**src/rtl/pixel_array_ctrl.sv**
```systemverilog
// pixel_array_ctrl: frame sequencer for the 2x2 pixel array.
// Runs erase -> expose -> gap -> convert -> read12 -> read34 -> done,
// generates the 8-bit conversion ramp and captures the four pixel codes.
module pixel_array_ctrl #(
  parameter int ERASE_CYCLES = 5,
  parameter int READ_CYCLES  = 5,
  parameter int EXP_W        = 10
) (
  input  logic             clk,
  input  logic             reset,
  input  logic             start,
  input  logic [EXP_W-1:0] exp_cycles,
  input  logic [7:0]       pix_in1,
  input  logic [7:0]       pix_in2,
  input  logic [7:0]       pix_in3,
  input  logic [7:0]       pix_in4,
  output logic             erase,
  output logic             expose,
  output logic             convert,
  output logic             read12,
  output logic             read34,
  output logic [7:0]       adc_count,
  output logic [7:0]       pix_out1,
  output logic [7:0]       pix_out2,
  output logic [7:0]       pix_out3,
  output logic [7:0]       pix_out4,
  output logic             busy,
  output logic             frame_done
);

  // Shared phase counter is wide enough for exposure, the 256-cycle ramp
  // and both fixed-length phases.
  localparam int W_PH = ($clog2(ERASE_CYCLES + 1) > $clog2(READ_CYCLES + 1)) ?
                        $clog2(ERASE_CYCLES + 1) : $clog2(READ_CYCLES + 1);
  localparam int W_A  = (EXP_W > 8) ? EXP_W : 8;
  localparam int CW   = (W_PH > W_A) ? W_PH : W_A;

  // Counter holds "cycles remaining minus one"; zero marks a phase's last cycle.
  localparam logic [CW-1:0] ERASE_LOAD = CW'(ERASE_CYCLES - 1);
  localparam logic [CW-1:0] READ_LOAD  = CW'(READ_CYCLES - 1);
  localparam logic [CW-1:0] CONV_LOAD  = CW'(255);

  typedef enum logic [2:0] {
    ST_IDLE,
    ST_ERASE,
    ST_EXPOSE,
    ST_GAP,
    ST_CONVERT,
    ST_READ12,
    ST_READ34,
    ST_DONE
  } state_t;

  state_t           state, next_state;
  logic [CW-1:0]    cnt, cnt_d;
  logic [EXP_W-1:0] exp_q;
  logic [CW-1:0]    exp_load;
  logic [7:0]       adc_d;
  logic             last;

  assign last = (cnt == '0);

  // State, phase counter, ramp and latched exposure registers.
  // NOTE: sequential state uses non-blocking (<=) so every register samples
  // pre-edge values; blocking here would create order-dependent simulation.
  always_ff @(posedge clk or posedge reset) begin
    if (reset) begin
      state     <= ST_IDLE;
      cnt       <= '0;
      exp_q     <= '0;
      adc_count <= '0;
    end else begin
      state     <= next_state;
      cnt       <= cnt_d;
      adc_count <= adc_d;
      if (state == ST_IDLE && start) begin
        exp_q <= exp_cycles;
      end
    end
  end

  // Next-state, counter reload and Moore control decode.
  // NOTE: every variable gets a default before the case, so no path leaves
  // one unassigned and no latch is inferred.
  always_comb begin
    next_state = state;
    cnt_d      = last ? '0 : cnt - CW'(1);
    adc_d      = '0;
    exp_load   = (exp_q == '0) ? '0 : CW'(exp_q) - CW'(1);
    erase      = 1'b0;
    expose     = 1'b0;
    convert    = 1'b0;
    read12     = 1'b0;
    read34     = 1'b0;
    busy       = 1'b1;
    frame_done = 1'b0;
    case (state)
      ST_IDLE: begin
        busy = 1'b0;
        if (start) begin
          next_state = ST_ERASE;
          cnt_d      = ERASE_LOAD;
        end
      end
      ST_ERASE: begin
        erase = 1'b1;
        if (last) begin
          next_state = ST_EXPOSE;
          cnt_d      = exp_load;
        end
      end
      ST_EXPOSE: begin
        expose = 1'b1;
        if (last) begin
          next_state = ST_GAP;
          cnt_d      = '0;
        end
      end
      ST_GAP: begin
        next_state = ST_CONVERT;
        cnt_d      = CONV_LOAD;
      end
      ST_CONVERT: begin
        convert = 1'b1;
        if (last) begin
          next_state = ST_READ12;
          cnt_d      = READ_LOAD;
        end else begin
          adc_d = adc_count + 8'd1;
        end
      end
      ST_READ12: begin
        read12 = 1'b1;
        if (last) begin
          next_state = ST_READ34;
          cnt_d      = READ_LOAD;
        end
      end
      ST_READ34: begin
        read34 = 1'b1;
        if (last) begin
          next_state = ST_DONE;
          cnt_d      = '0;
        end
      end
      ST_DONE: begin
        frame_done = 1'b1;
        next_state = ST_IDLE;
      end
      default: begin
        next_state = ST_IDLE;
      end
    endcase
  end

  // Capture each pixel pair at the edge that closes its last read cycle.
  always_ff @(posedge clk or posedge reset) begin
    if (reset) begin
      pix_out1 <= '0;
      pix_out2 <= '0;
      pix_out3 <= '0;
      pix_out4 <= '0;
    end else begin
      if (state == ST_READ12 && last) begin
        pix_out1 <= pix_in1;
        pix_out2 <= pix_in2;
      end
      if (state == ST_READ34 && last) begin
        pix_out3 <= pix_in3;
        pix_out4 <= pix_in4;
      end
    end
  end

endmodule

```
**config.mk**
```make
export PLATFORM = sky130hd
export DESIGN_NAME = pixel_array_ctrl
export DESIGN_NICKNAME = d
export VERILOG_FILES = /design/src/rtl/pixel_array_ctrl.sv
export SDC_FILE = /design/constraint.sdc
export NUM_CORES = 1
export LEC_CHECK = 0
export ABC_CLOCK_PERIOD_IN_PS = 2700
export BUFFER_PORTS_ARGS = -buffer_cell sky130_fd_sc_hd__buf_2
export CORE_UTILIZATION = 47
export CTS_BUF_LIST = sky130_fd_sc_hd__clkbuf_2
export DETAILED_ROUTE_END_ITERATION = 12
export GPL_ROUTABILITY_DRIVEN = 0
export GPL_TIMING_DRIVEN = 0
export HOLD_SLACK_MARGIN = 0.1
export PLACE_DENSITY = 0.82
export SLEW_MARGIN = 20
export SYNTH_ARGS = -nofsm -noshare
export SYNTH_HDL_FRONTEND = slang
export SYNTH_SLANG_ARGS = --single-unit
```
**constraint.sdc**
```tcl
create_clock -name clk -period 2.7 [get_ports clk]
set_input_delay 0.405 -clock clk [delete_from_list [all_inputs] [get_ports clk]]
set_output_delay 0.405 -clock clk [all_outputs]
set_load 0.01 [all_outputs]
```
# After elaboration in Yosys (flattened, before gate mapping)
# Cells that the tools add are included.
# Widths: inputs -> output; s select.
totals:
  reg_bits: 63
  in_bits: 45
  elab_cells: 56
op_classes:
  addsub: 3
  eq_ne: 13
  muxes: 23
  n_reduce_logical: 9
op_table:
  columns: ["cell", "count"]
  rows:
  - ["$mux 10", 6]
  - ["$pmux 10 s5", 1]
  - ["$pmux 3 s8", 1]
  - ["$logic_not 10->1", 2]
  - ["$sub 10x1->10 const B", 2]
  - ["$mux 3", 6]
  - ["$mux 8", 2]
  - ["$eq 3x3->1 const B", 4]
  - ["$ne 2x2->1 const B", 6]
  - ["$add 8x1->8 const B", 1]
  - ["$mux 1", 7]
  - ["$eq 3x2->1 const B", 2]
  - ["$reduce_and 6->1", 1]
  - ["$reduce_or 2->1", 2]
  - ["$eq 3x1->1 const B", 1]
  - ["$logic_and 1x1->1", 3]
  - ["$logic_not 3->1", 1]

# Logic depth before layout (Yosys ltp)
depth:
  depth_word: 4
  depth_mapped: 7
  ltp_nobuf: 6

# Worst setup path after synthesis
# OpenSTA, ideal clock, no wires.
synth_timing:
  kind: "reg2reg"
  startpoint: "reg cnt[0]"
  endpoint: "reg pix_out1[0]"
  arrival_time_ps: 1903
  required_time_ps: 2575
  slack_ps: 672
  path_stages_with_launch: 8
  path_cell_list: "dfrtp_1 inv_1 ha_1 nor2b_1 nand3_4 nor3_4 buf_12 mux2_4"
synth_between:
  elab_chain_cells: 2
synth_rtl:
  columns: ["element", "line", "source"]
  rows:
  - ["start: declaration", "55", "logic [CW-1:0] cnt, cnt_d;"]
  - ["start signal: assignment", "74", "cnt <= cnt_d;"]
  - ["$logic_not 10->1", "61", "assign last = (cnt == '0);"]
  - ["$logic_and 1x1->1", "164", "if (state == ST_READ12 && last) begin"]
  - ["end signal: assignment", "165", "pix_out1 <= pix_in1;"]
  - ["end: declaration", "23", "output logic [7:0] pix_out1,"]
# No other way between the ends.
# A chain may end at the register's enable or synchronous reset.

# Final worst setup path
layout_timing:
  startpoint: "reg cnt[0]"
  endpoint: "reg pix_out4[4]"
layout_between:
  elab_chain_cells: 2
layout_rtl:
  columns: ["element", "line", "source"]
  rows:
  - ["$logic_not 10->1", "61", null]
  - ["$logic_and 1x1->1", "168", "if (state == ST_READ34 && last) begin"]
  - ["end signal: assignment", "170", "pix_out4 <= pix_in4;"]
  - ["end: declaration", "26", "output logic [7:0] pix_out4,"]
# No other way between the ends.

==> impl_metrics.csv <==
group,metric,value,unit
worst_setup_path,cp_max_fo,10,
floorplan,die-area,6760,µm²
yosys,synth_top_cell_by_area,"dfrtp_1",
clocking,cts.clk_slew.worst_paths,190,ps
hold_path,hp-start,"exp_cycles[2]",
sta,finalSetupViolations,0,
yosys,ys.flop_type,"dfrtp_1",
sta,worstMarginPinSlew,481,ps
clocking,cts_tree,"done",
clocking,numCtsBuffers,9,
final_layout,fillCellCount,427,
placed_design,portBuffers,91,
sta,relSlewSlack,68.0,%
worst_setup_path,reg2reg_from,"cnt[0]$_DFF_PP0_",
grt,grt_use_total,21.1,%
routing,remaining_drc_errors,0,
sta,rsz0062_at_grt,"no",
final_layout,drive_gt1_share,42.0,%
yosys,synth_edf_count,0,
hold_path,whs_path_depth,2,
sta,fmax,423,MHz
grt,antenna_found_initial,0,
yosys,async_reset_ff_share,100,%
routing,first_pass_iters,4,
routing,ant_nets,0,
worst_setup_path,required,3090,ps
clocking,cts_root_buf,"clkbuf_2",
routing,vias,2411,
clocking,hold_buffers,7,
pwr,p_leak,0.00205,µW
routing,drtIter0Drc,94,
worst_setup_path,reg2regPathDepth,7,
status,status,"finished clean",
worst_setup_path,rr_endpoint,"pix_out4[4]$_DFFE_PP0P_",
floorplan,fp.dieH,82.2,µm
routing,wl_per_cell,16.4,µm
yosys,synth_top_area_share,52.1,%
clocking,htreeDepth,3,
yosys,yosysWarnings,0,
floorplan,io_pins,92,
grt,grt_max_degree,49,
sta,final_hold_viol_count,0,
clocking,cts_setup_buffers,0,
placed_design,dp_hpwl,4940,µm
worst_setup_path,path_class,"reg -> reg",
clocking,clkSinkCount,63,
grt,grt_pass1_vias,2239,
floorplan,rows,28,
floorplan,coreArea,6060,µm²
job,max_cap_violations,0,
yosys,synth.distinct_cells,44,
sta,fin_setup_tns,0,ps
pwr,cellPowerDensity,761,nW/µm²
sta,min_period,2370,ps
floorplan,initial_core_util,49.9,%
final_layout,antenna_cells,0,
grt,gr-total-overflow,0,
grt,grt_pass1_wl,10400,µm
worst_setup_path,crit_arrival,2760,ps
floorplan,fp.dieW,82.2,µm
clocking,post_cts.resized_instances,0,
pwr,peakVddDrop,0.000560,V
routing,drt_wl_total,7430,µm
sta,drv_slew,0,
worst_setup_path,cp-end-kind,"flop",
hold_path,hold_path_end,"exp_q[2]$_DFFE_PP0P_",
yosys,netlist_instances,239,
yosys,synth.top_cells.by_area,"dfrtp_1 (52%), mux2_4 (9.9%), mux2_2 (7.4%)",
yosys,seq_area_frac_synth,52.1,%
sta,final.period_utilization,87.6,%
worst_setup_path,r2r_setup_slack,330,ps
routing,vias_per_cell,5.31,
sta,fin_skew,39.4,ps
yosys,netlist_area,3030,µm²
yosys,syn_nets,287,
clocking,clk_latency,520,ps
yosys,ys_ff_latch,63,
final_layout,area.growth.synth_to_final,34.4,%
yosys,avgSynthCellArea,12.7,µm²
worst_setup_path,start_kind,"flop",
pwr,p_total,3100,µW
hold_path,min_path_type,"in -> reg",
final_layout,fin_nets,422,
clocking,cts_buffer_depth,2,
==> state kept, by name (all words and copies together) (netlist names) <==
register / cells
state: 3
adc_count: 8
cnt: 10
pix_out1: 8
exp_q: 10
pix_out4: 8
pix_out3: 8
pix_out2: 8
==> layout by cell type, fill, tap and decap left out, types with 2 or more instances in the layout <==
cell            n
a21oi_1         3
and3_1          3
buf_12          2
buf_2          93
bufinv_16       2
clkbuf_1        4
clkbuf_2        9
clkinv_1        2
clkinv_4        3
dfrtp_1        63
dlygate4sd3_1  32
ha_1            3
inv_1           5
mux2_2         20
mux2_4         20
mux2i_1         3
nand2_1         9
nand2b_1        4
nand3_1         9
nor2_1         19
nor2b_1         2
nor3_1          5
nor3_4          3
nor3b_1         2
nor4_1          5
o211ai_1        5
o21ai_0         6
o221ai_1        2
o22ai_1         2
or3_1           3
or4_1           2
xnor2_1         7
xor2_1          9
==> layer usage <==
layer | global-route usage, % | vias up | wire length [µm]
met2 | 35.5 | 73 | 4030
met1 | 25.4 | 1193 | 2950
li1 | - | 1134 | -
met5 | 0 | - | 0
met4 | 11.1 | 0 | 147
met3 | 4.40 | 11 | 294
==> layout make-up <==
cell class | instances | area (µm²) | area share (%)
flip-flops and latches | 63 | 1580 | 38.7
multi-input cells | 161 | 1360 | 33.4
repair buffers | 124 | 803 | 19.7
clock inverters | 7 | 97.6 | 2.40
well taps | 75 | 93.8 | 2.31
plain buffers | 8 | 65.1 | 1.60
clock buffers | 9 | 45.0 | 1.11
inverters | 7 | 28.8 | 0.707
==> Yosys cell counts, types with 2 or more instances <==
cell type and instances:
dfrtp_1 63, mux2_2 20, mux2_4 20, nor2_1 19, nand2_1 9, nand3_1 9, xor2_1 9, xnor2_1 7
inv_1 6, o21ai_0 6, nor3_1 5, nor4_1 5, o211ai_1 5, clkbuf_1 4, nand2b_1 4, a21oi_1 3
and3_1 3, ha_1 3, mux2i_1 3, nor3_4 3, or3_1 3, buf_12 2, buf_2 2, nor2b_1 2
nor3b_1 2, o221ai_1 2, o22ai_1 2, or4_1 2
==> logic make-up after synthesis <==
| group | Yosys count | share of synthesized area (%) |
|---|---|---|
| and+or+nand+nor | 72 | 14.3 |
| DFF | 63 | 52.1 |
| muxes | 43 | 18.4 |
| AOI/OAI and AO/OA | 27 | 6.41 |
| xor gates and xnor gates | 16 | 4.63 |
| buffers and inverters | 15 | 3.02 |
| adders and majority gates | 3 | 1.24 |
==> power by group <==
part           total (µW)  switching, µW  internal (µW)
combinational        1020            511            509
clock                 678            370            308
sequential           1400            248           1150
total                3100           1130           1970
==> how the worst max path moves through the flow <==
stage                                    to                  from  slack, ps
finish              pix_out4[4]$_DFFE_PP0P_      cnt[0]$_DFF_PP0_        330
global route                        convert  state[2]$_DFFE_PP0P_        170
CTS                 pix_out4[4]$_DFFE_PP0P_      cnt[0]$_DFF_PP0_        350
detailed placement  pix_out4[6]$_DFFE_PP0P_      cnt[0]$_DFF_PP0_        360
global placement       exp_q[3]$_DFFE_PP0P_                 reset         10
floorplan           pix_out1[0]$_DFFE_PP0P_      cnt[0]$_DFF_PP0_        670
==> critical path, cell delays in order, from the launching register on <==
cell and delay (ps):
dfrtp_1 470, inv_1 90, ha_1 280, nor2b_1 330, nand3_4 150, nor3_4 420
buf_12 210, mux2_4 310
==> per-stage QoR <==
| stage | hold slack [ps] | std cells | setup slack (ps) | util [%] | instance area [µm²] |
|---|---|---|---|---|---|
| 4_1_cts | 101 | 429 | 352 | 63.0 | 3820 |
| 5_1_grt | 94.0 | 454 | 172 | 67.1 | 4070 |
| 3_5_place_dp | 352 | 406 | 362 | 59.5 | 3610 |
| 2_1_floorplan | 522 | 239 | 672 | - | 3030 |
| 6_report | 121 | 454 | 334 | 67.1 | 4070 |
| 3_3_place_gp | 485 | 405 | 11.4 | 59.0 | 3580 |
Note: power is estimated with default switching activity, not from simulation.
